$ cat src/rtl/wb_stage_unit.sv
// Write-back stage: registers the MEM/WB pipeline values and drives the register-file write port.
// Each captured write issues exactly once; r15 writes are dropped and counted.
module wb_stage_unit #(
    parameter int WIDTH = 32,
    parameter int CNT_W = 32
) (
    input  logic             clk,
    input  logic             rst,
    input  logic             freeze,
    input  logic             flush,
    input  logic             mem_valid,
    input  logic             wb_en_in,
    input  logic             mem_r_en_in,
    input  logic [3:0]       dest_in,
    input  logic [WIDTH-1:0] alu_result_in,
    input  logic [WIDTH-1:0] mem_data_in,
    output logic             write_back_en,
    output logic [3:0]       dest_wb,
    output logic [WIDTH-1:0] result_wb,
    output logic             wb_busy,
    output logic [CNT_W-1:0] retired_count,
    output logic [7:0]       dropped_pc_writes
);

    logic             v_r;
    logic             we_r;
    logic             issued_r;
    logic [3:0]       dest_r;
    logic [WIDTH-1:0] data_r;
    logic [CNT_W-1:0] retired_r;
    logic [7:0]       dropped_r;

    logic             take_s;
    logic             pc_write_s;
    logic             pending_s;

    // Classify the incoming instruction for capture and statistics
    always_comb begin
        take_s     = mem_valid & ~flush;
        pc_write_s = take_s & wb_en_in & (dest_in == 4'hF);
    end

    // Pipeline register, issue tracking and statistics counters
    always_ff @(posedge clk or posedge rst) begin
        if (rst) begin
            v_r       <= 1'b0;
            we_r      <= 1'b0;
            issued_r  <= 1'b0;
            dest_r    <= 4'h0;
            data_r    <= '0;
            retired_r <= '0;
            dropped_r <= 8'h00;
        end else if (!freeze) begin
            v_r      <= take_s;
            we_r     <= take_s & wb_en_in & (dest_in != 4'hF);
            issued_r <= 1'b0;
            dest_r   <= dest_in;
            data_r   <= mem_r_en_in ? mem_data_in : alu_result_in;
            if (take_s) begin
                retired_r <= retired_r + CNT_W'(1);
            end else begin
                retired_r <= retired_r;
            end
            if (pc_write_s && (dropped_r != 8'hFF)) begin
                dropped_r <= dropped_r + 8'h01;
            end else begin
                dropped_r <= dropped_r;
            end
        end else begin
            // Frozen: the write already presented counts as issued, so it fires only once
            issued_r <= issued_r | we_r;
        end
    end

    // Register-file port derived from registered state only
    always_comb begin
        pending_s         = v_r & we_r & ~issued_r;
        write_back_en     = pending_s;
        wb_busy           = pending_s;
        dest_wb           = dest_r;
        result_wb         = data_r;
        retired_count     = retired_r;
        dropped_pc_writes = dropped_r;
    end

endmodule

$ cat config.mk
export PLATFORM = sky130hd
export DESIGN_NAME = wb_stage_unit
export DESIGN_NICKNAME = d
export VERILOG_FILES = /design/src/rtl/wb_stage_unit.sv
export SDC_FILE = /design/constraint.sdc
export NUM_CORES = 1
export LEC_CHECK = 0
export BUFFER_PORTS_ARGS = -buffer_cell sky130_fd_sc_hd__clkbuf_2
export CORE_ASPECT_RATIO = 0.75
export CORE_MARGIN = 4
export CORE_UTILIZATION = 40
export DETAILED_ROUTE_END_ITERATION = 16
export GPL_TIMING_DRIVEN = 0
export MAX_ROUTING_LAYER = met4
export PLACE_DENSITY_LB_ADDON = 0.25
export SKIP_LAST_GASP = 1
export SYNTH_ARGS = -nofsm -noshare
export SYNTH_HDL_FRONTEND = slang
export SYNTH_SLANG_ARGS = --single-unit
$ cat constraint.sdc
create_clock -name clk -period 6.3 [get_ports clk]
set_input_delay 0.945 -clock clk [delete_from_list [all_inputs] [get_ports clk]]
set_output_delay 0.945 -clock clk [all_outputs]
set_load 0.01 [all_outputs]
==> run metrics, run 1 <==
first-pass GRT wire length 14,150 um; Seq pwr share 0.462; syn avg cell area 11.03 um^2; switching pwr 0.3244 mW; Power Dens Cells 266.9 nW/um^2; Place WS 3562 ps; WS Path Type input pin to register; Post-Syn Area 3583 um^2; Worst-path clk slew 50 ps; DP Wirelength 6720 um; hold path cells 1; Unique masters post-synth 30; RSZ-0062 raised after global routing false; CTS tree yes; grt total ovfl 0; Die Area 10,550 um^2; Period Utilization, post-route 0.3817; peak fanout along the critical path 10; CTS buffer count 9; Peak VDD IR 0.0001396 V; Int Power 0.9573 mW; RD Place Congestion 0.7770; hold_sp retired_count[31]$_DFFE_PP0P_; Max Clk Rate 0.4159 GHz; Final WS setup 3896 ps; Post-CTS Setup Inserts 0; RR Endpoint retired_count[31]$_DFFE_PP0P_; Initial Util 0.4167; critical path, cell by cell clkbuf_2 > or3b_1 > buf_6 > nor4_4 > nand4_1 > xnor2_1; Final nets 565; via count 2,981; LEAKAGE 2.494 nW; clock power share 0.399; share of cells above drive strength 1 0.3638; CP startpoint kind input pin; Max-slew headroom 0.3904; status finished, final reports clean; most frequent cells in the layout 151 x clkbuf_2, 79 x dfrtp_1, 49 x nand2_1; Die H 89.97 um; sw frac 0.2531; Max Buffers Root-to-Sink 2; flops & latches, synth 79; synthesis-to-finish area growth 34.01%; Worst R2R Start retired_count[20]$_DFFE_PP0P_; Die W 117.3 um; clock skew 5.866 ps; min Tclk post-route 2404 ps; Final Hold Fails 0; residual DRC count 0; Cells after Synth 325; Layout fillers 796; Syn Nets 402; antenna violations before repair 0; Fin Hold WS 475.2 ps; worst-skew pair later-pin latency 330 ps; post-synthesis sequential area ratio 0.5517; Comb power frac 0.139; WP data arrival 2610 ps; final WL 8833 um; H-tree levels 3; Vias/cell 4.968; Hold Buf Count CTS 0; Worst Path Required 6500 ps; FF/Latch Area 1977 um^2; Slowest cell on crit path nor4_4; Setup TNS 0 ps; initial DRC count 163; CP Capture Type register; largest net degree at the start of global routing 47; vias in the first global route 2,909; Sink Count 79; Hold Path Sink retired_count[31]$_DFFE_PP0P_; Worst Hold Class register to register; Yosys warning total 0; pin slew with the least headroom to its limit 906.1 ps; n_diodes 0; CP max stage delay 650 ps; Final Max Slew Viols 0; number of cells on the worst reg-to-reg path 4; max cap viols 0; Core Region 8600 um^2; GRT Total Usage 0.1725; Post-CTS Resized 0; DR WL/cell 14.72 um; number of iterations in the first detailed-routing pass 4; R2R setup slack 4280 ps; most common cell after layout, fill and taps aside clkbuf_2; I/O pin total 153; root buf cell clkbuf_16; post-route ant nets 0; Rows 29; Multi-input gate area 1524 um^2; final setup fails 0; PortBufs 151
==> kinds of logic (layout without fill, tap and decap cells) <==
logic type | after synthesis | after routing | share of synthesized area
AND/OR/NAND/NOR | 115 | 115 | 0.1693
flip-flops | 79 | 79 | 0.5517
AO/OA/AOI/OAI | 35 | 35 | 0.05028
adder cells (fa/ha/maj) | 2 | 2 | 0.006982
XOR/XNOR | 37 | 37 | 0.09043
multiplexers | 38 | 38 | 0.1082
buffers and inverters | 19 | 186 | 0.02304
==> synthesized netlist by cell type <==
cell | instances | share of area
and2_1 | 3 | 0.0052
and3_1 | 5 | 0.0087
and4_1 | 4 | 0.0098
buf_1 | 2 | 0.0021
buf_4 | 1 | 0.0021
buf_6 | 1 | 0.0031
clkbuf_1 | 12 | 0.013
dfrtp_1 | 79 | 0.55
ha_1 | 2 | 0.0070
inv_1 | 3 | 0.0031
mux2_2 | 6 | 0.019
mux2i_1 | 32 | 0.089
nand2_1 | 49 | 0.051
nand2b_1 | 1 | 0.0017
nand3_1 | 15 | 0.021
nand4_1 | 19 | 0.033
nor2_1 | 6 | 0.0063
nor3_1 | 5 | 0.0070
nor3b_1 | 1 | 0.0021
nor4_1 | 1 | 0.0017
nor4_4 | 2 | 0.012
nor4b_1 | 1 | 0.0024
nor4bb_1 | 1 | 0.0028
o211ai_1 | 1 | 0.0021
o21a_1 | 1 | 0.0021
o21ai_0 | 33 | 0.046
or2_2 | 1 | 0.0017
or3b_1 | 1 | 0.0024
xnor2_1 | 27 | 0.066
xor2_1 | 10 | 0.024
==> layout make-up <==
class,count,area share
Clock inverter,4,0.009380
Tap cell,108,0.02814
Buffer,16,0.01485
Clock buffer,11,0.05263
Sequential cell,79,0.4117
Timing Repair Buffer,152,0.1631
Multi-Input combinational cell,227,0.3174
Inverter,3,0.002866
==> registers in the layout, indices dropped and copies added, names as in the netlist <==
signal	flops
we_r	1
result_wb	32
dest_wb	4
dropped_pc_writes	8
issued_r	1
retired_count	32
v_r	1
==> worst max-delay path: cells and delay by family <==
family / cells / cell delay (ps)
AND/OR/NAND/NOR: 3 / 1230
buffers and inverters: 2 / 250
XOR/XNOR: 1 / 180
==> worst max-delay path by stage <==
stage | startpoint | to | slack (ps) | depth (start not counted)
3_5_place_dp | freeze | retired_count[30]$_DFFE_PP0P_ | 3560 | 6
3_3_place_gp | rst | result_wb[11]$_DFFE_PP0N_ | 2360 | 2
6_report | freeze | retired_count[18]$_DFFE_PP0P_ | 3900 | 6
5_1_grt | freeze | dropped_pc_writes[3]$_DFFE_PP0P_ | 3790 | 6
4_1_cts | freeze | dropped_pc_writes[7]$_DFFE_PP0P_ | 3920 | 6
2_1_floorplan | rst | dest_wb[0]$_DFFE_PP0N_ | 3330 | 1
==> per-layer routing <==
| layer | up-vias | track usage | share of wire |
|---|---|---|---|
| li1 | 1464 | - | - |
| met2 | 89 | 0.2613 | 0.47 |
| met1 | 1422 | 0.2290 | 0.46 |
| met3 | 6 | 0.04161 | 0.059 |
| met5 | - | - | 0 |
| met4 | 0 | 0.05349 | 0.0088 |
==> stage by stage <==
step / power [mW] / std cells / area [um^2] / util
2_1_floorplan: 0.6864 / 325 / 3583 / -
3_3_place_gp: 0.7750 / 584 / 4474 / 0.5203
3_5_place_dp: 0.7825 / 585 / 4504 / 0.5238
4_1_cts: 1.300 / 600 / 4802 / 0.5584
5_1_grt: 1.347 / 600 / 4802 / 0.5584
6_report: 1.282 / 600 / 4802 / 0.5584
==> power groups by stage <==
stage / Sequential, mW / Combinational [mW] / Clock, mW
after floorplan: 0.613 / 0.0733 / 0
after global placement: 0.598 / 0.177 / 0
after detailed placement: 0.600 / 0.182 / 0
after CTS: 0.592 / 0.182 / 0.526
after global routing: 0.598 / 0.200 / 0.549
final: 0.592 / 0.178 / 0.511
(Power assumes the default switching activity.)
==> run 2: changes to the inputs <==
clock period = 2.03 ns   (was 6.3 ns; I/O delays follow)
==> run 2 against run 1 <==
Compared with the run above:
- combinational power rose to 3.1 times the previous value
- die area unchanged
- routed wire length up 2.7%
- clock power rose to 3.4 times the previous value
- core utilization grew 0.76 points
==> run metrics, run 2 (synthesis gave the netlist of run 1 again) <==
Int Power 3.112 mW; clock skew 5.187 ps; residual DRC count 0; Peak VDD IR 0.0005560 V; Die Area 10,550 um^2; Final nets 568; n_diodes 0; share of cells above drive strength 1 0.3649; Initial Util 0.4167; worst-skew pair later-pin latency 330 ps; antenna violations before repair 0; Sink Count 79; Seq pwr share 0.444; dpl cell area 4518 um^2; most common cell after layout, fill and taps aside clkbuf_2; DR WL/cell 15.01 um; Final Max Slew Viols 0; I/O pin total 153; synthesis-to-finish area growth 35.82%; Final Instance Count excl. Fillers 604; peak fanout along the critical path 9; min Tclk post-route 1798 ps; CP startpoint kind register; Cells after DPL 586; grt total ovfl 0; root buf cell clkbuf_16; CP max stage delay 610 ps; Fin Hold WS 214.5 ps; final setup fails 0; switching pwr 1.026 mW; RD Place Congestion 0.8035; post-route ant nets 0; Comb power frac 0.135; Slowest cell on crit path nor4_4; max cap viols 0; first-pass GRT wire length 14,820 um; WS Path Type register to register; fin area 4867 um^2; Worst Path Required 2230 ps; Die H 89.97 um; initial DRC count 120; WP data arrival 2000 ps; status finished, final reports clean; LEAKAGE 2.514 nW; vias in the first global route 2,984; clock power share 0.421; RSZ-0062 raised after global routing false; Power Dens Cells 850.2 nW/um^2; most frequent cells in the layout 151 x clkbuf_2, 79 x dfrtp_1, 49 x nand2_1; Vias/cell 4.972; critical path, cell by cell nand4_1 > nor4_4 > nand4_1 > xnor2_1; Buf/Inv on CP 0; Max-slew headroom 0.5214; sw frac 0.2480; Final Hold Fails 0; Core Region 8600 um^2; via count 3,003; Rows 29; largest net degree at the start of global routing 37; CTS buffer count 9; Period Utilization, post-route 0.8858; Worst-path clk slew 60 ps; CTS tree yes; Max Buffers Root-to-Sink 2; CP Capture Type register; Setup TNS 0 ps; PortBufs 151; pin slew with the least headroom to its limit 718.0 ps; final WL 9069 um; Die W 117.3 um; H-tree levels 3; number of iterations in the first detailed-routing pass 4; DP Wirelength 7052 um; CP most frequent cell nand4_1; GRT Total Usage 0.1824; CP top delay family simple AND/OR/NAND/NOR gates; Max Clk Rate 0.5561 GHz; Worst Hold Class input pin to register; R2R setup slack 230 ps
-- run 2: metal layers --
layer  vias up  part of all wire  routed length (um)  track usage
met5         -                 0                   0            -
met4         0             0.011                 101      0.05253
met3         8             0.048                 438      0.04430
met2        83              0.48                4340       0.2797
met1      1448              0.46                4189       0.2410
li1       1464                 -                   -            -
-- run 2: final cells by class --
cell class              count  area, um^2
multi-input cells         227        1530
repair buffers            155       813.3
plain buffers              16       71.32
clock inverters             3       65.06
flip-flops and latches     79        1977
well taps                 108       135.1
clock buffers              13       260.3
fillers                   792        3732
inverters                   3       15.01
-- run 2: power groups by stage --
stage	Sequential, mW	Clock, mW	Combinational, mW
global route	1.86	1.86	0.624
global placement	1.86	0	0.550
CTS	1.84	1.78	0.573
floorplan	1.90	0	0.228
finish	1.84	1.74	0.560
detailed placement	1.86	0	0.570
-- run 2: worst paths after layout --
| path | cells after the start | from | end |
|---|---|---|---|
| worst max-delay path | 4 | retired_count[4]$_DFFE_PP0P_ | retired_count[17]$_DFFE_PP0P_ |
| worst min-delay path | 3 | wb_en_in | we_r$_DFFE_PP0N_ |
| worst max register to register | 4 | retired_count[4]$_DFFE_PP0P_ | retired_count[17]$_DFFE_PP0P_ |
| worst min register to register | 1 | retired_count[31]$_DFFE_PP0P_ | retired_count[31]$_DFFE_PP0P_ |
| max in group asynchronous | 5 | rst | retired_count[18]$_DFFE_PP0P_ |
| min in group asynchronous | 3 | rst | retired_count[26]$_DFFE_PP0P_ |
-- run 2: what timing repair did --
| item | CTS | global route |
|---|---|---|
| buffers inserted | 0 | 1 |
| hold buffers | 1 | 0 |
| gates resized for setup | 0 | 1 |
| hold endpoints to repair | 10 | 0 |
| endpoints found under the setup margin | 0 | 10 |
-- run 2: metrics by stage --
stage | setup WS (ps) | power (mW) | util
CTS | 59.71 | 4.189 | 0.5644
floorplan | 300.3 | 2.131 | -
global route | 104.6 | 4.344 | 0.5660
detailed placement | -67.35 | 2.434 | 0.5254
global placement | -56.10 | 2.406 | 0.5207
finish | 231.8 | 4.138 | 0.5660
-- run 2: worst min-delay path, cell delays in order --
cell	delay, ps
clkbuf_2	90
nand2_1	50
o21ai_0	60
